$ cat src/rtl/serial_add_arb.sv
// Bit-serial adder shared by two requesters: round-robin grant, LSB-first
// shifting through one full-adder cell, registered sum/carry with a done pulse.
module serial_add_arb #(
    parameter int WIDTH = 4
) (
    input  logic             clk,
    input  logic             rst,
    input  logic             req0,
    input  logic [WIDTH-1:0] a0,
    input  logic [WIDTH-1:0] b0,
    input  logic             cin0,
    input  logic             req1,
    input  logic [WIDTH-1:0] a1,
    input  logic [WIDTH-1:0] b1,
    input  logic             cin1,
    output logic             gnt0,
    output logic             gnt1,
    output logic             busy,
    output logic             done,
    output logic [WIDTH-1:0] y,
    output logic             cout,
    output logic             owner
);

    localparam int CW = $clog2(WIDTH);

    typedef enum logic [1:0] {
        S_IDLE,
        S_ADD,
        S_DONE
    } state_t;

    state_t           state_q, state_d;
    logic [WIDTH-1:0] sa_q, sa_d;
    logic [WIDTH-1:0] sb_q, sb_d;
    logic [WIDTH-1:0] ps_q, ps_d;
    logic             carry_q, carry_d;
    logic [CW-1:0]    cnt_q, cnt_d;
    logic             last_q, last_d;
    logic             cur_q, cur_d;
    logic             gnt0_q, gnt0_d;
    logic             gnt1_q, gnt1_d;
    logic             done_q, done_d;
    logic [WIDTH-1:0] y_q, y_d;
    logic             cout_q, cout_d;
    logic             owner_q, owner_d;

    logic             win;
    logic             fa_sum;
    logic             fa_cout;

    assign fa_sum  = sa_q[0] ^ sb_q[0] ^ carry_q;
    assign fa_cout = (sa_q[0] & sb_q[0]) | (carry_q & (sa_q[0] ^ sb_q[0]));

    always_comb begin
        // NOTE: every signal gets a default first so no path leaves it unassigned (no latches).
        state_d = state_q;
        sa_d    = sa_q;
        sb_d    = sb_q;
        ps_d    = ps_q;
        carry_d = carry_q;
        cnt_d   = cnt_q;
        last_d  = last_q;
        cur_d   = cur_q;
        gnt0_d  = 1'b0;
        gnt1_d  = 1'b0;
        done_d  = 1'b0;
        y_d     = y_q;
        cout_d  = cout_q;
        owner_d = owner_q;
        win     = 1'b0;

        unique case (state_q)
            S_IDLE: begin
                if (req0 | req1) begin
                    // On a tie the requester not served last wins.
                    win     = (req0 & req1) ? ~last_q : req1;
                    sa_d    = win ? a1 : a0;
                    sb_d    = win ? b1 : b0;
                    carry_d = win ? cin1 : cin0;
                    ps_d    = '0;
                    cur_d   = win;
                    last_d  = win;
                    cnt_d   = '0;
                    gnt0_d  = ~win;
                    gnt1_d  = win;
                    state_d = S_ADD;
                end
            end
            S_ADD: begin
                ps_d    = {fa_sum, ps_q[WIDTH-1:1]};
                sa_d    = sa_q >> 1;
                sb_d    = sb_q >> 1;
                carry_d = fa_cout;
                cnt_d   = cnt_q + CW'(1);
                if (cnt_q == CW'(WIDTH - 1)) begin
                    y_d     = {fa_sum, ps_q[WIDTH-1:1]};
                    cout_d  = fa_cout;
                    owner_d = cur_q;
                    done_d  = 1'b1;
                    state_d = S_DONE;
                end
            end
            S_DONE: state_d = S_IDLE;
            default: state_d = S_IDLE;
        endcase
    end

    always_ff @(posedge clk) begin
        if (rst) begin
            state_q <= S_IDLE;
            sa_q    <= '0;
            sb_q    <= '0;
            ps_q    <= '0;
            carry_q <= 1'b0;
            cnt_q   <= '0;
            last_q  <= 1'b1;
            cur_q   <= 1'b0;
            gnt0_q  <= 1'b0;
            gnt1_q  <= 1'b0;
            done_q  <= 1'b0;
            y_q     <= '0;
            cout_q  <= 1'b0;
            owner_q <= 1'b0;
        end else begin
            // NOTE: non-blocking assignments so every register updates from pre-edge values.
            state_q <= state_d;
            sa_q    <= sa_d;
            sb_q    <= sb_d;
            ps_q    <= ps_d;
            carry_q <= carry_d;
            cnt_q   <= cnt_d;
            last_q  <= last_d;
            cur_q   <= cur_d;
            gnt0_q  <= gnt0_d;
            gnt1_q  <= gnt1_d;
            done_q  <= done_d;
            y_q     <= y_d;
            cout_q  <= cout_d;
            owner_q <= owner_d;
        end
    end

    assign gnt0  = gnt0_q;
    assign gnt1  = gnt1_q;
    assign busy  = (state_q != S_IDLE);
    assign done  = done_q;
    assign y     = y_q;
    assign cout  = cout_q;
    assign owner = owner_q;

endmodule

$ cat config.mk
export PLATFORM = sky130hd
export DESIGN_NAME = serial_add_arb
export DESIGN_NICKNAME = d
export VERILOG_FILES = /design/src/rtl/serial_add_arb.sv
export SDC_FILE = /design/constraint.sdc
export NUM_CORES = 1
export LEC_CHECK = 0
export CORE_MARGIN = 1.5
export CORE_UTILIZATION = 30
export DETAILED_ROUTE_END_ITERATION = 8
export GPL_ROUTABILITY_DRIVEN = 0
export PLACE_DENSITY = 0.55
export RECOVER_POWER = 25
export SLEW_MARGIN = 20
export SYNTH_ARGS = -nofsm -noshare
export SYNTH_HDL_FRONTEND = slang
export SYNTH_SLANG_ARGS = --single-unit
$ cat constraint.sdc
create_clock -name clk -period 1.7 [get_ports clk]
set_clock_uncertainty 0.1 [all_clocks]
set_input_delay 0.17 -clock clk [delete_from_list [all_inputs] [get_ports clk]]
set_output_delay 0.17 -clock clk [all_outputs]
set_load 0.05 [all_outputs]
==> results of run 1 <==
stage by stage:
step	worst slack [ps]	power, uW	hold slack, ps	instances	cell area [um2]
global route	48.0	1310	391	212	1600
CTS	2.95	1270	371	212	1640
global placement	59.2	896	342	208	1590
detailed placement	10.3	902	357	208	1590
floorplan	292	807	236	133	1230
finish	189	1250	367	212	1600
cell usage after synthesis (2+ instances only):
cell	number	area, um2
buf_2	3	15.0
nand3_1	5	25.0
a21oi_1	10	50.1
o32ai_1	2	17.5
o22ai_1	7	43.8
dfxtp_1	27	541
inv_1	2	7.51
o21ai_0	5	25.0
clkbuf_1	6	22.5
mux2i_1	10	100
a211oi_1	7	52.6
nor2_1	7	26.3
and2_1	7	43.8
and3b_1	6	52.6
and2b_1	2	15.0
nand2_1	10	37.5
area by class of cell:
| class | count | area, um2 |
|---|---|---|
| Clock buffer | 3 | 41.3 |
| Clock inverter | 1 | 5.00 |
| Fill cell | 403 | 2370 |
| Inverter | 3 | 11.3 |
| Multi-Input combinational cell | 92 | 627 |
| Sequential cell | 27 | 542 |
| Tap cell | 50 | 62.6 |
| Timing Repair Buffer | 36 | 314 |
path summary, 6_finish.rpt:
kind / startpoint / end / slack, ps
worst max-delay path: state_q[0]$_SDFFE_PP0P_ / gnt1$_SDFF_PP0_ / 190
worst min-delay path: y[0]$_SDFFE_PP0P_ / y[0]$_SDFFE_PP0P_ / 370
worst max register to register: state_q[0]$_SDFFE_PP0P_ / gnt1$_SDFF_PP0_ / 190
worst min register to register: y[0]$_SDFFE_PP0P_ / y[0]$_SDFFE_PP0P_ / 370
cell families (layout without fill, tap and decap cells):
logic type,count (synthesis),count (layout)
AND/OR/NAND/NOR,45,45
adder cells (fa/ha/maj),2,2
multiplexers,10,10
buffers and inverters,14,43
AO/OA/AOI/OAI,35,35
flip-flops,27,27
power by group:
group	internal [uW]	total (uW)	switching (uW)
Combinational	107	197	90.0
Clock	164	366	202
Sequential	661	686	24.8
Total	933	1250	317
state kept, by name (all words and copies together), names as in the netlist, 2 cells and up:
name / cells
sa_q: 4
y: 4
state_q: 2
cnt_q: 2
ps_q: 3
sb_q: 4
worst min-delay path, delay by kind of cell, from the launching register on:
family | cells | cell delay, ps
flip-flops | 1 | 320
AND/OR/NAND/NOR | 1 | 50
AO/OA/AOI/OAI | 1 | 60
repair_timing:
action                     CTS  global route
hold buffers                 0             0
resized for setup            0             1
setup endpoints to repair    0             8
layer usage:
metal / wire length, um / vias to the layer above / track usage, %
li1: - / 529 / -
met1: 1240 / 482 / 17.5
met2: 1340 / 25 / 23.3
met3: 124 / 2 / 3.72
met4: 12 / 0 / 2.30
met5: 0 / - / 0
==> flow_summary_export.csv, run 1 <==
group,metric,value,unit
outcome,outcome,"finished clean",
clock_tree,clockBufferDepth,2,
layout,nNetsFinal,187,
timing,finalHoldViolCount,0,
layout,diodes,0,
clock_tree,clock_latency,270,ps
detailed_routing,route.detailed.drc,0,
detailed_routing,viasPerCell,4.90,
worst_setup_path,cp-end-kind,"flip-flop",
synthesis,syn_area,1230,um2
worst_setup_path,start_kind,"flip-flop",
synthesis,synth_xor_area_share,0,%
global_routing,grt_max_degree,26,
clock_tree,clk_pin_slew,90,ps
place,numPortBuffers,31,
timing,worstMarginPinSlew,598,ps
detailed_routing,antenna_left,0,
synthesis,synth_flop_cell,"dfxtp_1",
synthesis,yosys_warnings,0,
global_routing,grt_pass1_wl,4720,um
floorplan,boundaryPins,32,
clock_tree,h-tree-depth,1,
worst_setup_path,crit_type,"reg -> reg",
timing,min_period_over_period,88.9,%
layout,drive_above_1_share,10.5,%
detailed_routing,drt_iter0_drc,48,
synthesis,synth-simple-area-share,21.7,%
clock_tree,cts.sinks,27,
timing,slew_headroom,60.3,%
worst_setup_path,worstPathRequired,1820,ps
timing,finalSetupViolations,0,
power_and_ir_drop,powerDensity,780,nW/um2
floorplan,start_util,31.0,%
synthesis,synth_compound_area_share,18.4,%
clock_tree,cts-root-buf,"clkbuf_8",
synthesis,synth_cell_types,33,
global_routing,grt_use_total,13.7,%
layout,final_common_cell,"dfxtp_1",
place,dpl.hpwl,1930,um
floorplan,fp.dieW,67.1,um
floorplan,core_area,3970,um2
detailed_routing,drt-total-wl,2710,um
worst_setup_path,path_depth,4,
synthesis,synth_nets,157,
worst_setup_path,reg2reg_depth,4,
timing,finalSetupTns,0,ps
floorplan,die_y,67.1,um
power_and_ir_drop,power.leakage,0.000607,uW
layout,area_delta_synth_final,30.2,%
worst_setup_path,slowest_stage,"dfxtp_1",
worst_setup_path,max_stage_delay,460,ps
job,drv_cap,0,
synthesis,yosys_register_bits,27,
detailed_routing,routedWlPerCell,12.8,um
clock_tree,cts_buffers,3,
synthesis,async_flop_share,0,%
global_routing,grt_pass1_vias,1000,
floorplan,core.rowCount,23,
worst_setup_path,path_cells,"nor2_2 -> inv_2 -> or3_4 -> and2b_1",
clock_tree,cts_tree,"built",
detailed_routing,first_pass_iters,2,
synthesis,synth_edf_count,0,
synthesis,syn_inst,133,
synthesis,synth_adder_area_share,2.64,%
synthesis,synthMuxAreaShare,8.13,%
global_routing,antenna_found_initial,0,
worst_setup_path,cp.arrival,1630,ps
global_routing,grt.overflow.total,0,
synthesis,syn_avg_cell_area,9.26,um2
timing,finalCriticalPeriod,1510,ps
detailed_routing,num_vias,1038,
min_path,worstHoldPathType,"reg -> reg",
power_and_ir_drop,ir_drop,0.349,mV
synthesis,synth_top_family_by_area,"simple AND/OR/NAND/NOR gates",
worst_setup_path,path_max_fanout,13,
synthesis,ys_seq_area_share,43.9,%
layout,mostFrequentLayoutCells,"26 x dfxtp_1, 21 x clkdlybuf4s50_1, 10 x mux2i_1, 10 x nand2_1, 10 x a21oi_1",
timing,fmax,662,MHz
worst_setup_path,cpLargestDelayFamily,"simple AND/OR/NAND/NOR gates",
timing,maxSlewViolCount,0,
layout,utilization,40.4,%
worst_setup_path,critical_path_buf_inv_count,1,
clock_tree,post_cts_buffers,0,
timing,rsz0062_at_grt,"no",
floorplan,dieArea,4500,um2
min_path,min_path_cells,2,
(Power assumes the default switching activity.)
==> run 2, diff against run 1 <==
--- a/config.mk
+++ b/config.mk
@@ -8,7 +8,6 @@
 export CORE_MARGIN = 1.5
 export CORE_UTILIZATION = 30
 export DETAILED_ROUTE_END_ITERATION = 8
-export GPL_ROUTABILITY_DRIVEN = 0
 export PLACE_DENSITY = 0.55
 export RECOVER_POWER = 25
 export SLEW_MARGIN = 20
==> results of run 2 <==
Same layout as run 1: the final DEF is identical, and so are final timing and power.
